## src/rtl/mem_ctrl_pkg.sv

```systemverilog
// Shared opcodes, access sizes, FSM states and fault codes for the load/store sequencer.
package mem_ctrl_pkg;

  localparam logic [6:0] OpLoad  = 7'b0000011;
  localparam logic [6:0] OpStore = 7'b0100011;

  // FUNCT3[1:0] encodes the access size; FUNCT3[2] selects zero-extension on loads.
  localparam logic [1:0] SizeB = 2'd0;
  localparam logic [1:0] SizeH = 2'd1;
  localparam logic [1:0] SizeW = 2'd2;
  localparam logic [1:0] SizeD = 2'd3;

  typedef enum logic [2:0] {StIdle, StReq, StWait, StDone, StFlt} state_e;

  typedef enum logic [1:0] {
    CauseNone     = 2'b00,
    CauseMisalign = 2'b01,
    CauseTimeout  = 2'b10,
    CauseIllegal  = 2'b11
  } cause_e;

  function automatic logic width_illegal(input logic [2:0] funct3, input logic is_store,
                                         input int unsigned xlen);
    logic wide_only;
    wide_only = (funct3 == 3'b011) || (funct3 == 3'b110);
    return (funct3 == 3'b111) || (is_store && funct3[2]) || (wide_only && xlen != 64);
  endfunction

endpackage

```

## src/rtl/mem_lane_align.sv

```systemverilog
// Byte-lane steering for stores and lane extraction/extension for loads (purely combinational).
module mem_lane_align import mem_ctrl_pkg::*; #(
  parameter  int unsigned XLEN          = 32,
  parameter  int unsigned MISALIGN_TRAP = 1,
  localparam int unsigned NB            = XLEN / 8,
  localparam int unsigned OffW          = $clog2(NB)
) (
  input  logic [OffW-1:0] addr_off,
  input  logic [1:0]      size,
  input  logic [XLEN-1:0] wdata,
  input  logic [OffW-1:0] ld_off,
  input  logic [2:0]      ld_funct3,
  input  logic [XLEN-1:0] rdata,
  output logic            misaligned,
  output logic [OffW-1:0] off_eff,
  output logic [NB-1:0]   be,
  output logic [XLEN-1:0] mwdata,
  output logic [XLEN-1:0] ldata
);

  logic [OffW-1:0] align_mask;
  logic [NB-1:0]   be_base;
  logic [XLEN-1:0] shifted;

  always_comb begin
    align_mask = '1;
    be_base    = '1;
    mwdata     = wdata;
    unique case (size)
      SizeB: begin
        align_mask = '0;
        be_base    = NB'(1);
        mwdata     = {NB{wdata[7:0]}};
      end
      SizeH: begin
        align_mask = OffW'(1);
        be_base    = NB'(3);
        mwdata     = {(NB / 2){wdata[15:0]}};
      end
      SizeW: begin
        align_mask = OffW'(3);
        be_base    = NB'(15);
        mwdata     = {(NB / 4){wdata[31:0]}};
      end
      default: ;
    endcase
    misaligned = |(addr_off & align_mask);
    // Without trapping, the low offset bits are simply rounded down to the access size.
    off_eff    = (MISALIGN_TRAP != 0) ? addr_off : (addr_off & ~align_mask);
    be         = be_base << off_eff;
  end

  always_comb begin
    shifted = rdata >> {ld_off, 3'b000};
    unique case (ld_funct3[1:0])
      SizeB: begin
        if (ld_funct3[2]) ldata = XLEN'(shifted[7:0]);
        else              ldata = XLEN'($signed(shifted[7:0]));
      end
      SizeH: begin
        if (ld_funct3[2]) ldata = XLEN'(shifted[15:0]);
        else              ldata = XLEN'($signed(shifted[15:0]));
      end
      SizeW: begin
        if (ld_funct3[2]) ldata = XLEN'(shifted[31:0]);
        else              ldata = XLEN'($signed(shifted[31:0]));
      end
      default: ldata = shifted;
    endcase
  end

endmodule

```

## src/rtl/mem_access_ctrl.sv

```systemverilog
// Multi-cycle load/store sequencer: stalls the core, drives request strobes for REQ_CYCLES,
// waits for RDY with an optional timeout and reports misaligned/illegal/timeout faults.
module mem_access_ctrl import mem_ctrl_pkg::*; #(
  parameter  int unsigned XLEN          = 32,
  parameter  int unsigned ADDR_W        = 32,
  parameter  int unsigned REQ_CYCLES    = 1,
  parameter  int unsigned TIMEOUT       = 255,
  parameter  int unsigned MISALIGN_TRAP = 1,
  localparam int unsigned NB            = XLEN / 8
) (
  input  logic              CLK,
  input  logic              RST,
  input  logic [6:0]        OPCODE,
  input  logic [2:0]        FUNCT3,
  input  logic [ADDR_W-1:0] ADDR,
  input  logic [XLEN-1:0]   WDATA,
  input  logic              RDY,
  input  logic [XLEN-1:0]   RDATA_MEM,
  output logic              HOLD,
  output logic              RREQ,
  output logic              CWE,
  output logic [NB-1:0]     BE,
  output logic [ADDR_W-1:0] MADDR,
  output logic [XLEN-1:0]   MWDATA,
  output logic [XLEN-1:0]   LDATA,
  output logic              LWE,
  output logic              FAULT,
  output logic [1:0]        FAULT_CAUSE
);

  localparam int unsigned OffW = $clog2(NB);

  state_e            state_q, state_d;
  cause_e            cause_q, cause_d;
  logic              is_store_q;
  logic [2:0]        f3_q;
  logic [OffW-1:0]   off_q;
  logic [ADDR_W-1:0] maddr_q;
  logic [NB-1:0]     be_q;
  logic [XLEN-1:0]   mwdata_q, ldata_q;
  logic [31:0]       req_cnt_q, wait_cnt_q;
  logic              rdy_seen_q;

  logic              is_store, is_mem, illegal, misaligned, req_last, timeout_hit, capture;
  logic [OffW-1:0]   off_eff;
  logic [NB-1:0]     be_new;
  logic [XLEN-1:0]   mwdata_new, ldata_ext;

  mem_lane_align #(
    .XLEN         (XLEN),
    .MISALIGN_TRAP(MISALIGN_TRAP)
  ) u_lane_align (
    .addr_off  (ADDR[OffW-1:0]),
    .size      (FUNCT3[1:0]),
    .wdata     (WDATA),
    .ld_off    (off_q),
    .ld_funct3 (f3_q),
    .rdata     (RDATA_MEM),
    .misaligned(misaligned),
    .off_eff   (off_eff),
    .be        (be_new),
    .mwdata    (mwdata_new),
    .ldata     (ldata_ext)
  );

  assign is_store    = (OPCODE == OpStore);
  assign is_mem      = (OPCODE == OpLoad) || is_store;
  assign illegal     = width_illegal(FUNCT3, is_store, XLEN);
  assign req_last    = (req_cnt_q == REQ_CYCLES - 1);
  assign timeout_hit = (TIMEOUT != 0) && (wait_cnt_q == TIMEOUT - 1);
  assign capture     = RDY && !is_store_q && (state_q == StReq || state_q == StWait);

  always_comb begin
    state_d = state_q;
    cause_d = cause_q;
    unique case (state_q)
      StIdle: begin
        if (is_mem) begin
          if (illegal) begin
            state_d = StFlt;
            cause_d = CauseIllegal;
          end else if (misaligned && MISALIGN_TRAP != 0) begin
            state_d = StFlt;
            cause_d = CauseMisalign;
          end else begin
            state_d = StReq;
          end
        end
      end
      StReq: begin
        if (req_last) state_d = (rdy_seen_q || RDY) ? StDone : StWait;
      end
      StWait: begin
        // RDY takes priority over a timeout landing in the same cycle.
        if (RDY) begin
          state_d = StDone;
        end else if (timeout_hit) begin
          state_d = StFlt;
          cause_d = CauseTimeout;
        end
      end
      default: state_d = StIdle;
    endcase
  end

  assign HOLD        = !RST && is_mem && (state_q != StDone) && (state_q != StFlt);
  assign RREQ        = (state_q == StReq) && !is_store_q;
  assign CWE         = (state_q == StReq) && is_store_q;
  assign LWE         = (state_q == StDone) && !is_store_q;
  assign FAULT       = (state_q == StFlt);
  assign FAULT_CAUSE = cause_q;
  assign BE          = be_q;
  assign MADDR       = maddr_q;
  assign MWDATA      = mwdata_q;
  assign LDATA       = ldata_q;

  always_ff @(posedge CLK) begin
    if (RST) begin
      state_q    <= StIdle;
      cause_q    <= CauseNone;
      is_store_q <= 1'b0;
      f3_q       <= '0;
      off_q      <= '0;
      maddr_q    <= '0;
      be_q       <= '0;
      mwdata_q   <= '0;
      ldata_q    <= '0;
      req_cnt_q  <= '0;
      wait_cnt_q <= '0;
      rdy_seen_q <= 1'b0;
    end else begin
      state_q <= state_d;
      cause_q <= cause_d;
      if (state_q == StIdle && state_d == StReq) begin
        is_store_q <= is_store;
        f3_q       <= FUNCT3;
        off_q      <= off_eff;
        maddr_q    <= {ADDR[ADDR_W-1:OffW], {OffW{1'b0}}};
        be_q       <= be_new;
        mwdata_q   <= mwdata_new;
        req_cnt_q  <= '0;
        wait_cnt_q <= '0;
        rdy_seen_q <= 1'b0;
      end
      if (state_q == StReq) begin
        req_cnt_q  <= req_cnt_q + 32'd1;
        rdy_seen_q <= rdy_seen_q || RDY;
      end
      if (state_q == StWait) wait_cnt_q <= wait_cnt_q + 32'd1;
      if (capture) ldata_q <= ldata_ext;
    end
  end

endmodule

```

## config.mk

```make
export PLATFORM = sky130hd
export DESIGN_NAME = mem_access_ctrl
export DESIGN_NICKNAME = d
export VERILOG_FILES = /design/src/rtl/mem_ctrl_pkg.sv /design/src/rtl/mem_lane_align.sv /design/src/rtl/mem_access_ctrl.sv
export SDC_FILE = /design/constraint.sdc
export NUM_CORES = 1
export LEC_CHECK = 0
export ABC_AREA = 1
export CELL_PAD_IN_SITES_DETAIL_PLACEMENT = 0
export CELL_PAD_IN_SITES_GLOBAL_PLACEMENT = 1
export CORE_ASPECT_RATIO = 0.5
export CORE_UTILIZATION = 40
export CTS_CLUSTER_DIAMETER = 30
export CTS_CLUSTER_SIZE = 10
export DETAILED_ROUTE_END_ITERATION = 8
export PLACE_DENSITY = 0.9
export SETUP_SLACK_MARGIN = 0.5
export SLEW_MARGIN = 20
export SYNTH_ARGS = -nofsm -noshare
export SYNTH_HDL_FRONTEND = slang
export SYNTH_HIERARCHICAL = 1
export SYNTH_SLANG_ARGS = --single-unit
export TNS_END_PERCENT = 50
```

## constraint.sdc

```tcl
create_clock -name CLK -period 4.72 [get_ports CLK]
set_input_delay 0.944 -clock CLK [delete_from_list [all_inputs] [get_ports CLK]]
set_output_delay 0.944 -clock CLK [all_outputs]
set_load 0.05 [all_outputs]
```

==> results of run 1 <==
[where the power goes]
part           switching [µW]  internal [µW]  total [µW]
clock                     627            818        1440
combinational             211            158         369
sequential               10.9           1480        1490
total                     849           2460        3310
[cell usage after synthesis, drive strengths merged]
| cell | number | area, µm² |
|---|---|---|
| xnor2 | 2 | 17.5 |
| nor3b | 1 | 7.51 |
| clkbuf | 24 | 103 |
| o21ai | 74 | 370 |
| nand2 | 351 | 1340 |
| or2 | 4 | 25.0 |
| inv | 122 | 460 |
| xor2 | 3 | 26.3 |
| nand3 | 166 | 1150 |
| nand3b | 1 | 7.51 |
| a31oi | 1 | 6.26 |
| and2 | 1 | 6.26 |
| o22ai | 1 | 6.26 |
| dfxtp | 174 | 3480 |
| ha | 4 | 50.1 |
| nor3 | 9 | 50.1 |
| a21oi | 81 | 589 |
| o21bai | 70 | 526 |
| clkinv | 1 | 8.76 |
| conb | 1 | 3.75 |
| nand4 | 10 | 77.6 |
| buf | 64 | 561 |
| o211ai | 11 | 82.6 |
| a22oi | 7 | 52.6 |
| nor2 | 392 | 1550 |
| nor4 | 2 | 12.5 |
[stage by stage]
stage	util, %	worst slack [ns]	hold slack (ns)
2_1_floorplan	-	0.877	0.472
3_3_place_gp	49.2	1.06	0.462
3_5_place_dp	49.2	1.01	0.471
4_1_cts	51.5	1.01	0.487
5_1_grt	51.5	0.898	0.503
6_report	51.5	1.02	0.482
[area by class of cell]
type	count	share of cell area [%]
clock buffers	21	3.58
clock inverters	10	0.856
inverters	123	3.57
multi-input cells	1193	45.3
flip-flops and latches	174	26.5
well taps	344	3.27
repair buffers	225	17.0
[worst max path at each step]
| stage | cells after the start | startpoint | slack (ns) | to |
|---|---|---|---|---|
| final | 5 | OPCODE[4] | 1.02 | HOLD |
| after global placement | 5 | OPCODE[4] | 1.06 | HOLD |
| after CTS | 5 | OPCODE[4] | 1.01 | HOLD |
| after global routing | 5 | OPCODE[4] | 0.90 | HOLD |
| after floorplan | 3 | RST | 0.88 | HOLD |
| after detailed placement | 5 | OPCODE[4] | 1.01 | HOLD |
[cells in the final DEF (no fill, tap or decap), types with 2 or more instances in the layout]
cell type        netlist  routed
a21oi_1               32      32
a21oi_2               49      49
a22oi_1                7       7
buf_4                 16      12
bufinv_16              0       2
clkbuf_16              0      17
clkbuf_8               1       3
clkdlybuf4s50_1        0     212
clkinv_2               0       4
clkinv_4               1       2
clkinvlp_4             0       2
conb_1                 1       2
dfxtp_1              174     174
ha_1                   4       4
inv_1                107     107
inv_2                 14      14
nand2_1              343     343
nand2_2                8       8
nand3_1              109     109
nand3_2               53      53
nand3_4                4       4
nand4_1                9       9
nor2_1               375     375
nor2_2                10      10
nor2_4                 7       7
nor3_1                 8       8
nor4_1                 2       2
o211ai_1              11      11
o21ai_0               72      72
o21ai_1                2       2
o21bai_1              70      70
or2_2                  3       3
xnor2_1                2       2
xor2_1                 3       3
[layer usage]
layer,GRT usage [%],up-vias,part of all wire [%]
li1,-,5356,-
met1,31.5,4806,48
met2,39.0,223,46
met3,3.66,40,3.9
met4,6.45,0,1.7
met5,0,-,0
[worst min-delay path: cells and delay by family (launching register included)]
family        cells  cell delay, ns
simple gates      2            0.13
flops             1            0.32
[registers in the layout (all words and copies together), names as in the netlist]
signal	cells
BE	4
FAULT_CAUSE	2
LDATA	32
MADDR	30
MWDATA	32
f3_q	3
is_store_q	1
off_q	2
rdy_seen_q	1
req_cnt_q	32
state_q	3
wait_cnt_q	32
[logic make-up (layout without fill, tap and decap cells)]
kind of cell | after synthesis | in the layout | synth area share (%)
adder cells (fa/ha/maj) | 4 | 4 | 0.474
flip-flops | 174 | 174 | 33.0
XOR/XNOR | 5 | 5 | 0.415
buffers and inverters | 211 | 379 | 10.7
AO/OA/AOI/OAI | 245 | 245 | 15.5
other | 1 | 2 | 0.0355
AND/OR/NAND/NOR | 937 | 937 | 39.9
==> impl_results.md, run 1 <==
* Power per standard cell area at between 200 and 300 nW/µm²
* Transition time of the tightest slew-check pin at approximately 0.84 ns
* Critical Path Max Stage Delay at around 0.85 ns
* Startpoint of the worst hold path: LDATA[4]$_SDFFE_PP0P_
* Pin count of the biggest net entering global routing at between 80 and 90
* CP dominant cell by count: clkdlybuf4s50_1
* Hold WC Path Type: flip-flop to flip-flop
* Gpl congestion at 0.913
* Placeable Area at 25500 µm²
* CP max stage cell: clkdlybuf4s50_1
* I/O pin count at between 200 and 250
* RSZ-0062 raised after global routing: no
* Vias per Instance at ~5
* Vias in the first global route at 9494
* Worst Path Max Fanout at 3
* Fmax at ~0.27 GHz
* FP Rows at 41
* Worst setup EP type: output port
* Final setup TNS at 0 ns
* Period utilization at 78.4%
* Hold path cells at 2
* Inserted Clock Buffers at 17
* Leak Pwr at between 0.005 and 0.006 µW
* Final setup viols at 0
* Seq/Total Area, Yosys at around 33%
* ANT cells at 0
* Hold path endpoint: LDATA[4]$_SDFFE_PP0P_
* Port Buffers at around 210
* Die Height at about 120 µm
* FF-to-FF End: LDATA[16]$_SDFFE_PP0P_
* First-pass GRT wire length at a little over 50000 µm
* CTS tree: yes
* Startpoint types: input port
* Share of layout cells above drive strength 1 at between 10% and 20%
* Max_cap viols at 0
* Setup Fix Bufs, Post-CTS at 0
* Slew HR at 43.8%
* 1st-iter DRT viols at about 910
* Starting density of the core at between 40% and 50%
* Total track usage at roughly a quarter
* Final hold vios at 0
* Reg clk slew, reported paths at 0.06 ns
* Synth warn at 6
* Area occupied by multi-input gates at between 5000 and 6000 µm²
* Final nets at between 1500 and 2000
* Clk sinks at between 150 and 200
* Worst path cell trace: clkdlybuf4s50_1 > nor2_4 > nand4_4 > nor4_1 > clkdlybuf4s50_1
* Cells after DPL at between 2000 and 2500
* Dpl hpwl at 22300 µm
* CP delay by family, top: buffers and inverters
* Clk buf depth at 2
* CTS root buf: clkbuf_16
* Max-slew violations at 0
* Initial antenna violation count at 0
* Total number of vias at approximately 10000
* Routed len/inst at about 15 µm
* Total power at 3310 µW
* Area grow syn2layout at 24.5%
* R2R cell count at 9
* Crit path buf inv count at 2
* Cell area after placement at 12600 µm²
* Post-route cell area at approximately 13000 µm²
* Gate Count Post-Synth at approximately 1600
* Routed Antenna Nets at 0
* Crit path arrival time at between 2 and 3 ns
* Final min period at about 3.7 ns
* Htree depth at 4
* Number of fill cells at roughly 2600
* Peak supply drop at about 270 µV
* Worst-skew pair later-pin latency at ~0.45 ns
* Reg-to-reg slack, setup at approximately 1.7 ns
* Outcome: complete, no violations
* Drt drc at 0
* CTS resizes at 0
* R2r startpoint: state_q[1]$_SDFF_PP0_
* Grt ovf at 0
* DRT Pass-1 Iters at 5
* Hold-fix buffers, CTS at 0
* Die X-Extent at ~230 µm
* Routed WL at between 30000 and 40000 µm
* Final std cells w/o fill at about 2100
* Register area at around 3500 µm²
* Crit Path Category: input port to output port
* Syn Area/Cell at roughly 6.7 µm²
* Synth Cell Area at around 11000 µm²
* Clock skew at approximately 0.0096 ns
* Die area at 27100 µm²
* Register bit total from synthesis at approximately 170
* Synth unique cells at between 40 and 50
* CP required at about 3.8 ns
Power figures use the tool's default switching activity.
==> run 2, diff against run 1 <==
CORE_UTILIZATION = 33   (was 40)
PLACE_DENSITY = 0.8   (was 0.9)
clock period = 3.29 ns   (was 4.72 ns; I/O delays follow)
==> run 2 against run 1 <==
  * Non-clock buffer count increased by 3
  * Combinational power increased by 44%
  * Final area increased by 1.2%
  * Die area increased by 21%
  * Critical path depth decreased by 1
  * First-iteration DRC count decreased by 8.6%
  * Via count decreased by 1.0%
  * Flip-flop and latch count unchanged
  * Register-to-register slack got worse by 0.46 ns
  * Clock power increased by 42%
  * Global-route usage decreased by 3.0 points
  * Critical endpoint is now FAULT
  * Highest routed layer unchanged
==> impl_results.md, run 2 (synthesized netlist as in run 1, its figures left out) <==
* Outcome: complete, no violations
* Area grow syn2layout at 26.1%
* Peak supply drop at 344 µV (+25%)
* Port Buffers at 213 (unchanged)
* Worst Path Max Fanout at 4 (+1)
* DRT Pass-1 Iters at 5 (unchanged)
* I/O pin count at 216 (unchanged)
* Critical path origin: state_q[2]$_SDFF_PP0_
* Initial antenna violation count at 0 (unchanged)
* Pin count of the biggest net entering global routing at 72 (-19%)
* Startpoint of the worst hold path: LDATA[8]$_SDFFE_PP0P_
* Dpl ws at 0.478 ns (-0.529 ns)
* Sw Ratio at 26.5% (+0.87 points)
* Die area at 32800 µm² (+21%)
* Utilization after layout at 43.1% (-8.4 points)
* Drt drc at 0 (unchanged)
* Total number of vias at 10300 (-1.0%)
* R2R cell count at 10 (+1)
* FF-to-FF End: req_cnt_q[18]$_SDFFE_PP0P_
* Area occupied by multi-input gates at 5970 µm² (+0.23%)
* Die Height at 129 µm (+9.9%)
* Setup Fix Bufs, Post-CTS at 0 (unchanged)
* Startpoint types: flip-flop
* CTS resizes at 1 (+1)
* Leak Pwr at 0.00536 µW (+0.85%)
* Combinational power share at 11.3% (about the same)
* Cell area after placement at 12700 µm² (+1.4%)
* Clock power frac at 43.3% (-0.4 points)
* Grt ovf at 0 (unchanged)
* Post-route cell area at 13300 µm² (+1.2%)
* Power per standard cell area at 354 nW/µm² (+41%)
* Htree depth at 4 (unchanged)
* Reg-to-reg slack, setup at 1.19 ns (-0.46 ns)
* CTS root buf: clkbuf_16
* Final hold vios at 0 (unchanged)
* Fmax at roughly 0.36 GHz
* Max_cap viols at 0 (unchanged)
* Worst setup EP type: output port
* Hold-fix buffers, CTS at 0 (unchanged)
* Slew HR at 45.1% (+1.3 points)
* Final nets at 1850 (+0.16%)
* Inserted Clock Buffers at 17 (unchanged)
* ANT cells at 0 (unchanged)
* Worst-skew pair later-pin latency at 0.45 ns (about the same)
* Share of layout cells above drive strength 1 at 11.7% (+0.55 points)
* Final setup TNS at 0 ns (unchanged)
* 1st-iter DRT viols at 829 (-8.6%)
* Worst path cell trace: inv_2 > nor3_1 > buf_4 > clkdlybuf4s50_1
* Crit Path Category: flip-flop to output port
* Routed WL at 33000 µm (+5.2%)
* Sequential share of power at 45.5% (+0.3 points)
* Hold WC Path Type: flip-flop to flip-flop
* Clock skew at 0.0121 ns (+0.00260 ns)
* FP Rows at 45 (+9.8%)
* Placeable Area at 30900 µm² (+21%)
* Crit path arrival time at 2.08 ns (-0.68 ns)
* First-pass GRT wire length at 52000 µm (+3.5%)
* Number of fill cells at 3229 (+22%)
* Clk buf depth at 2 (unchanged)
* Transition time of the tightest slew-check pin at 0.823 ns (-0.0199 ns)
* Die X-Extent at 255 µm (+10%)
* Vias in the first global route at 9512 (+0.19%)
* R2r startpoint: req_cnt_q[0]$_SDFFE_PP0P_
* CP max stage cell: clkdlybuf4s50_1
* Vias per Instance at 4.75 (-4.7%)
* CTS tree: yes
* Net Switching at 1250 µW (+47%)
* Int Pwr at 3460 µW (+41%)
* Hold path endpoint: LDATA[8]$_SDFFE_PP0P_
* Reg clk slew, reported paths at 0.07 ns (about the same)
* Register area at 3480 µm² (unchanged)
* Total track usage at 20.4% (-3.0 points)
* Hold path cells at 2 (unchanged)
* Final setup viols at 0 (unchanged)
* Routed Antenna Nets at 0 (unchanged)
* Most common cell after layout, fill and taps aside: nor2_1
* Period utilization at a little over four fifths
* Starting density of the core at 34.2% (-7.2 points)
* Clk sinks at 174 (unchanged)
* Final worst slack at 0.550 ns (-0.469 ns)
* Final min period at about 2.7 ns
* Gpl congestion at 0.857 (-6.2%)
* Max-slew violations at 0 (unchanged)
* Critical Path Max Stage Delay at 0.80 ns (-0.05 ns)
* Routed len/inst at 15.2 µm (+1.2%)
* RSZ-0062 raised after global routing: yes
* Most frequent cells in the layout: nor2_1, nand2_1, clkdlybuf4s50_1
* Dpl hpwl at 24100 µm (+7.9%)
* CP required at 2.63 ns (-1.15 ns)
-- run 2: cell types whose count changed in the layout (fill, tap and decap cells not counted), moves of 2 or more --
cell	delta
buf_12	+4
clkinvlp_4	-2
buf_4	+2
inv_6	+3
clkdlybuf4s50_1	-4
-- run 2: layout make-up --
type	count	area share, %
Inverter	123	3.52
Multi-Input combinational cell	1193	44.8
Timing Repair Buffer	228	17.2
Sequential cell	174	26.2
Clock inverter	11	0.770
Clock buffer	20	3.50
Tap cell	423	3.97
-- run 2: worst max-delay path by stage --
stage	to	slack (ns)	depth (start not counted)
floorplan	HOLD	0.19	3
global placement	HOLD	0.54	6
detailed placement	req_cnt_q[16]$_SDFFE_PP0P_	0.48	9
CTS	HOLD	0.52	5
global route	FAULT	0.43	4
finish	FAULT	0.55	4
-- run 2: power by group through the flow --
stage	sequential (µW)	combinational [µW]	clock (µW)
final	2140	530	2040
after global placement	2190	533	0
after detailed placement	2190	532	0
after CTS	2140	534	2090
after floorplan	2260	235	0
after global routing	2150	576	2190
-- run 2: metrics by stage --
step	instances	hold WS, ns	power, µW
detailed placement	2141	0.472	2720
floorplan	1578	0.472	2490
global route	2172	0.511	4910
CTS	2172	0.488	4770
global placement	2141	0.460	2730
finish	2172	0.485	4710
-- run 2: routing by layer --
metal | share of wire (%) | track usage, % | vias up
li1 | - | - | 5371
met1 | 47 | 26.3 | 4704
met2 | 47 | 34.5 | 206
met3 | 3.7 | 3.05 | 40
met4 | 2.2 | 7.64 | 0
met5 | 0 | 0 | -
-- run 2: worst max-delay path: cells and delay by family, from the launching register on --
kind	cells	cell delay (ns)
buffers and inverters	3	1.05
flip-flops	1	0.44
AND/OR/NAND/NOR	1	0.13
==> run 3, diff against run 2 <==
CORE_UTILIZATION = 37   (was 33)
PLACE_DENSITY = 0.85   (was 0.8)
clock period = 2.59 ns   (was 3.29 ns; I/O delays follow)
==> run 3 against run 2 <==
  * Critical path depth fell by 3
  * Sequential power increased by 27%
  * Non-clock buffer count grew 12
  * Routed wire length fell by 2.6%
  * Via count is essentially flat
  * Largest cell class unchanged
==> impl_results.md, run 3 (synthesized netlist as in run 1, its figures left out) <==
* Critical Path Max Stage Delay at 0.81 ns (about the same)
* Starting density of the core at 37.9% (+3.7 points)
* Vias in the first global route at 9448 (-0.67%)
* Max-slew violations at 0 (unchanged)
* RSZ-0062 raised after global routing: yes
* Htree depth at 4 (unchanged)
* Power per standard cell area at 453 nW/µm² (+28%)
* Final setup TNS at 0 ns (unchanged)
* Routed len/inst at 15.0 µm (-1.3%)
* Combinational power share at 11.2% (about the same)
* Period utilization at approximately four fifths
* Slew HR at 62.4% (+17 points)
* Routed WL at 32200 µm (-2.6%)
* Max_cap viols at 0 (unchanged)
* Die X-Extent at 241 µm (-5.5%)
* Grt ovf at 0 (unchanged)
* Gpl congestion at 0.916 (+6.9%)
* Final setup viols at 0 (unchanged)
* Worst Path Max Fanout at 2 (-2)
* Final min period at around 2.1 ns
* Worst path cell trace: clkdlybuf4s50_1
* 1st-iter DRT viols at 780 (-5.9%)
* Vias per Instance at 4.81 (+1.3%)
* Crit path buf inv count at 1 (-2)
* FP Rows at 43 (-4.4%)
* Cell area after placement at 12800 µm² (+0.69%)
* ANT cells at 0 (unchanged)
* Crit Path Category: flip-flop to output port
* Clk sinks at 174 (unchanged)
* Clock skew at 0.0118 ns (-0.000307 ns)
* Die Height at 121 µm (-5.5%)
* Most common cell after layout, fill and taps aside: nor2_1
* Clk buf depth at 2 (unchanged)
* First-pass GRT wire length at 51200 µm (-1.6%)
* Total number of vias at 10300 (-0.029%)
* Int Pwr at 4510 µW (+30%)
* CTS tree: yes
* CP max stage cell: clkdlybuf4s50_1
* CTS root buf: clkbuf_16
* Leak Pwr at 0.00615 µW (+15%)
* Transition time of the tightest slew-check pin at 0.566 ns (-0.257 ns)
* Most frequent cells in the layout: nor2_1, nand2_1, dfxtp_1
* Fmax at 0.476 GHz
* Placeable Area at 27900 µm² (-9.8%)
* Share of layout cells above drive strength 1 at 12.8% (+1.0 points)
* Startpoint types: flip-flop
* I/O pin count at 216 (unchanged)
* Hold-fix buffers, CTS at 0 (unchanged)
* Drt drc at 0 (unchanged)
* Total track usage at 22.2% (+1.9 points)
* Initial antenna violation count at 0 (unchanged)
* Die area at 29300 µm² (-11%)
* Outcome: complete, no violations
* Area grow syn2layout at 27.3%
* Final nets at 1862 (+0.65%)
* Worst-skew pair later-pin latency at 0.45 ns (about the same)
* Routed Antenna Nets at 0 (unchanged)
* DRT Pass-1 Iters at 5 (unchanged)
* CP required at 2.07 ns (-0.56 ns)
* CP delay by family, top: buffers and inverters
* Sequential share of power at 44.7% (-0.8 points)
* Final hold vios at 0 (unchanged)
* Clock power frac at 44.1% (+0.8 points)
* Sw Ratio at 25.9% (-0.66 points)
* Hold WC Path Type: input port to flip-flop
* Pin count of the biggest net entering global routing at 105 (+46%)
* Reg clk slew, reported paths at 0.07 ns (about the same)
* Net Switching at 1570 µW (+26%)
* Worst setup EP type: output port
* Post-route cell area at 13400 µm² (+0.96%)
* Inserted Clock Buffers at 17 (unchanged)
* Peak supply drop at 469 µV (+36%)
* Dpl hpwl at 23700 µm (-1.8%)
* Crit path arrival time at 1.58 ns (-0.50 ns)
* Port Buffers at 213 (unchanged)
run 3: changes by cell type in the layout (fill, tap and decap cells not counted), moves of 3 or more:
cell	before	now
clkdlybuf4s50_1	208	129
inv_6	4	1
buf_4	14	22
dlymetal6s2s_1	0	25
buf_12	5	9
clkbuf_8	3	0
dlygate4sd2_1	1	53
run 3: layout make-up:
| cell class | instances | area (µm²) |
|---|---|---|
| inverter | 123 | 469 |
| timing repair buffer | 240 | 2420 |
| sequential | 174 | 3480 |
| tap | 382 | 478 |
| clock inverter | 14 | 169 |
| multi-input combinational | 1193 | 5990 |
| fill | 2957 | 14400 |
| clock buffer | 18 | 429 |
run 3: power by group through the flow:
| stage | combinational [µW] | sequential [µW] | clock, µW |
|---|---|---|---|
| 6_report | 679 | 2720 | 2690 |
| 5_1_grt | 736 | 2720 | 2850 |
| 4_1_cts | 683 | 2720 | 2740 |
| 3_5_place_dp | 688 | 2780 | 0 |
| 3_3_place_gp | 689 | 2780 | 0 |
| 2_1_floorplan | 299 | 2870 | 0 |
run 3: final timing paths:
path | to | startpoint | cells past startpoint | slack (ns)
setup / recovery | LDATA[10] | LDATA[10]$_SDFFE_PP0P_ | 1 | 0.49
hold / removal | wait_cnt_q[18]$_SDFFE_PP0P_ | RST | 2 | 0.43
setup reg to reg | req_cnt_q[18]$_SDFFE_PP0P_ | req_cnt_q[0]$_SDFFE_PP0P_ | 10 | 0.68
hold reg to reg | LDATA[22]$_SDFFE_PP0P_ | LDATA[22]$_SDFFE_PP0P_ | 2 | 0.48
run 3: what timing repair did:
item                                    CTS  global route
gates resized for setup                  69            27
gates cloned                              0             0
pin swaps                                 3             0
buffers inserted                          1             0
hold endpoints to repair                  0             0
endpoints found under the setup margin  105            55
run 3: per-stage QoR:
step           power (µW)  cells  worst slack [ns]  hold slack (ns)  utilization, %
2_1_floorplan        3170   1578            -0.231            0.472               -
3_3_place_gp         3470   2111             0.242            0.461            46.0
3_5_place_dp         3470   2111             0.191            0.470            46.0
4_1_cts              6140   2144             0.449            0.414            48.0
5_1_grt              6310   2144             0.442            0.418            48.3
6_report             6090   2144             0.488            0.433            48.3
run 3: layer usage:
layer / global-route usage, % / up-vias / share of wire, %
li1: - / 5401 / -
met5: 0 / - / 0
met4: 5.22 / 0 / 1.5
met2: 35.7 / 185 / 46
met1: 30.7 / 4704 / 49
met3: 4.14 / 28 / 3.6
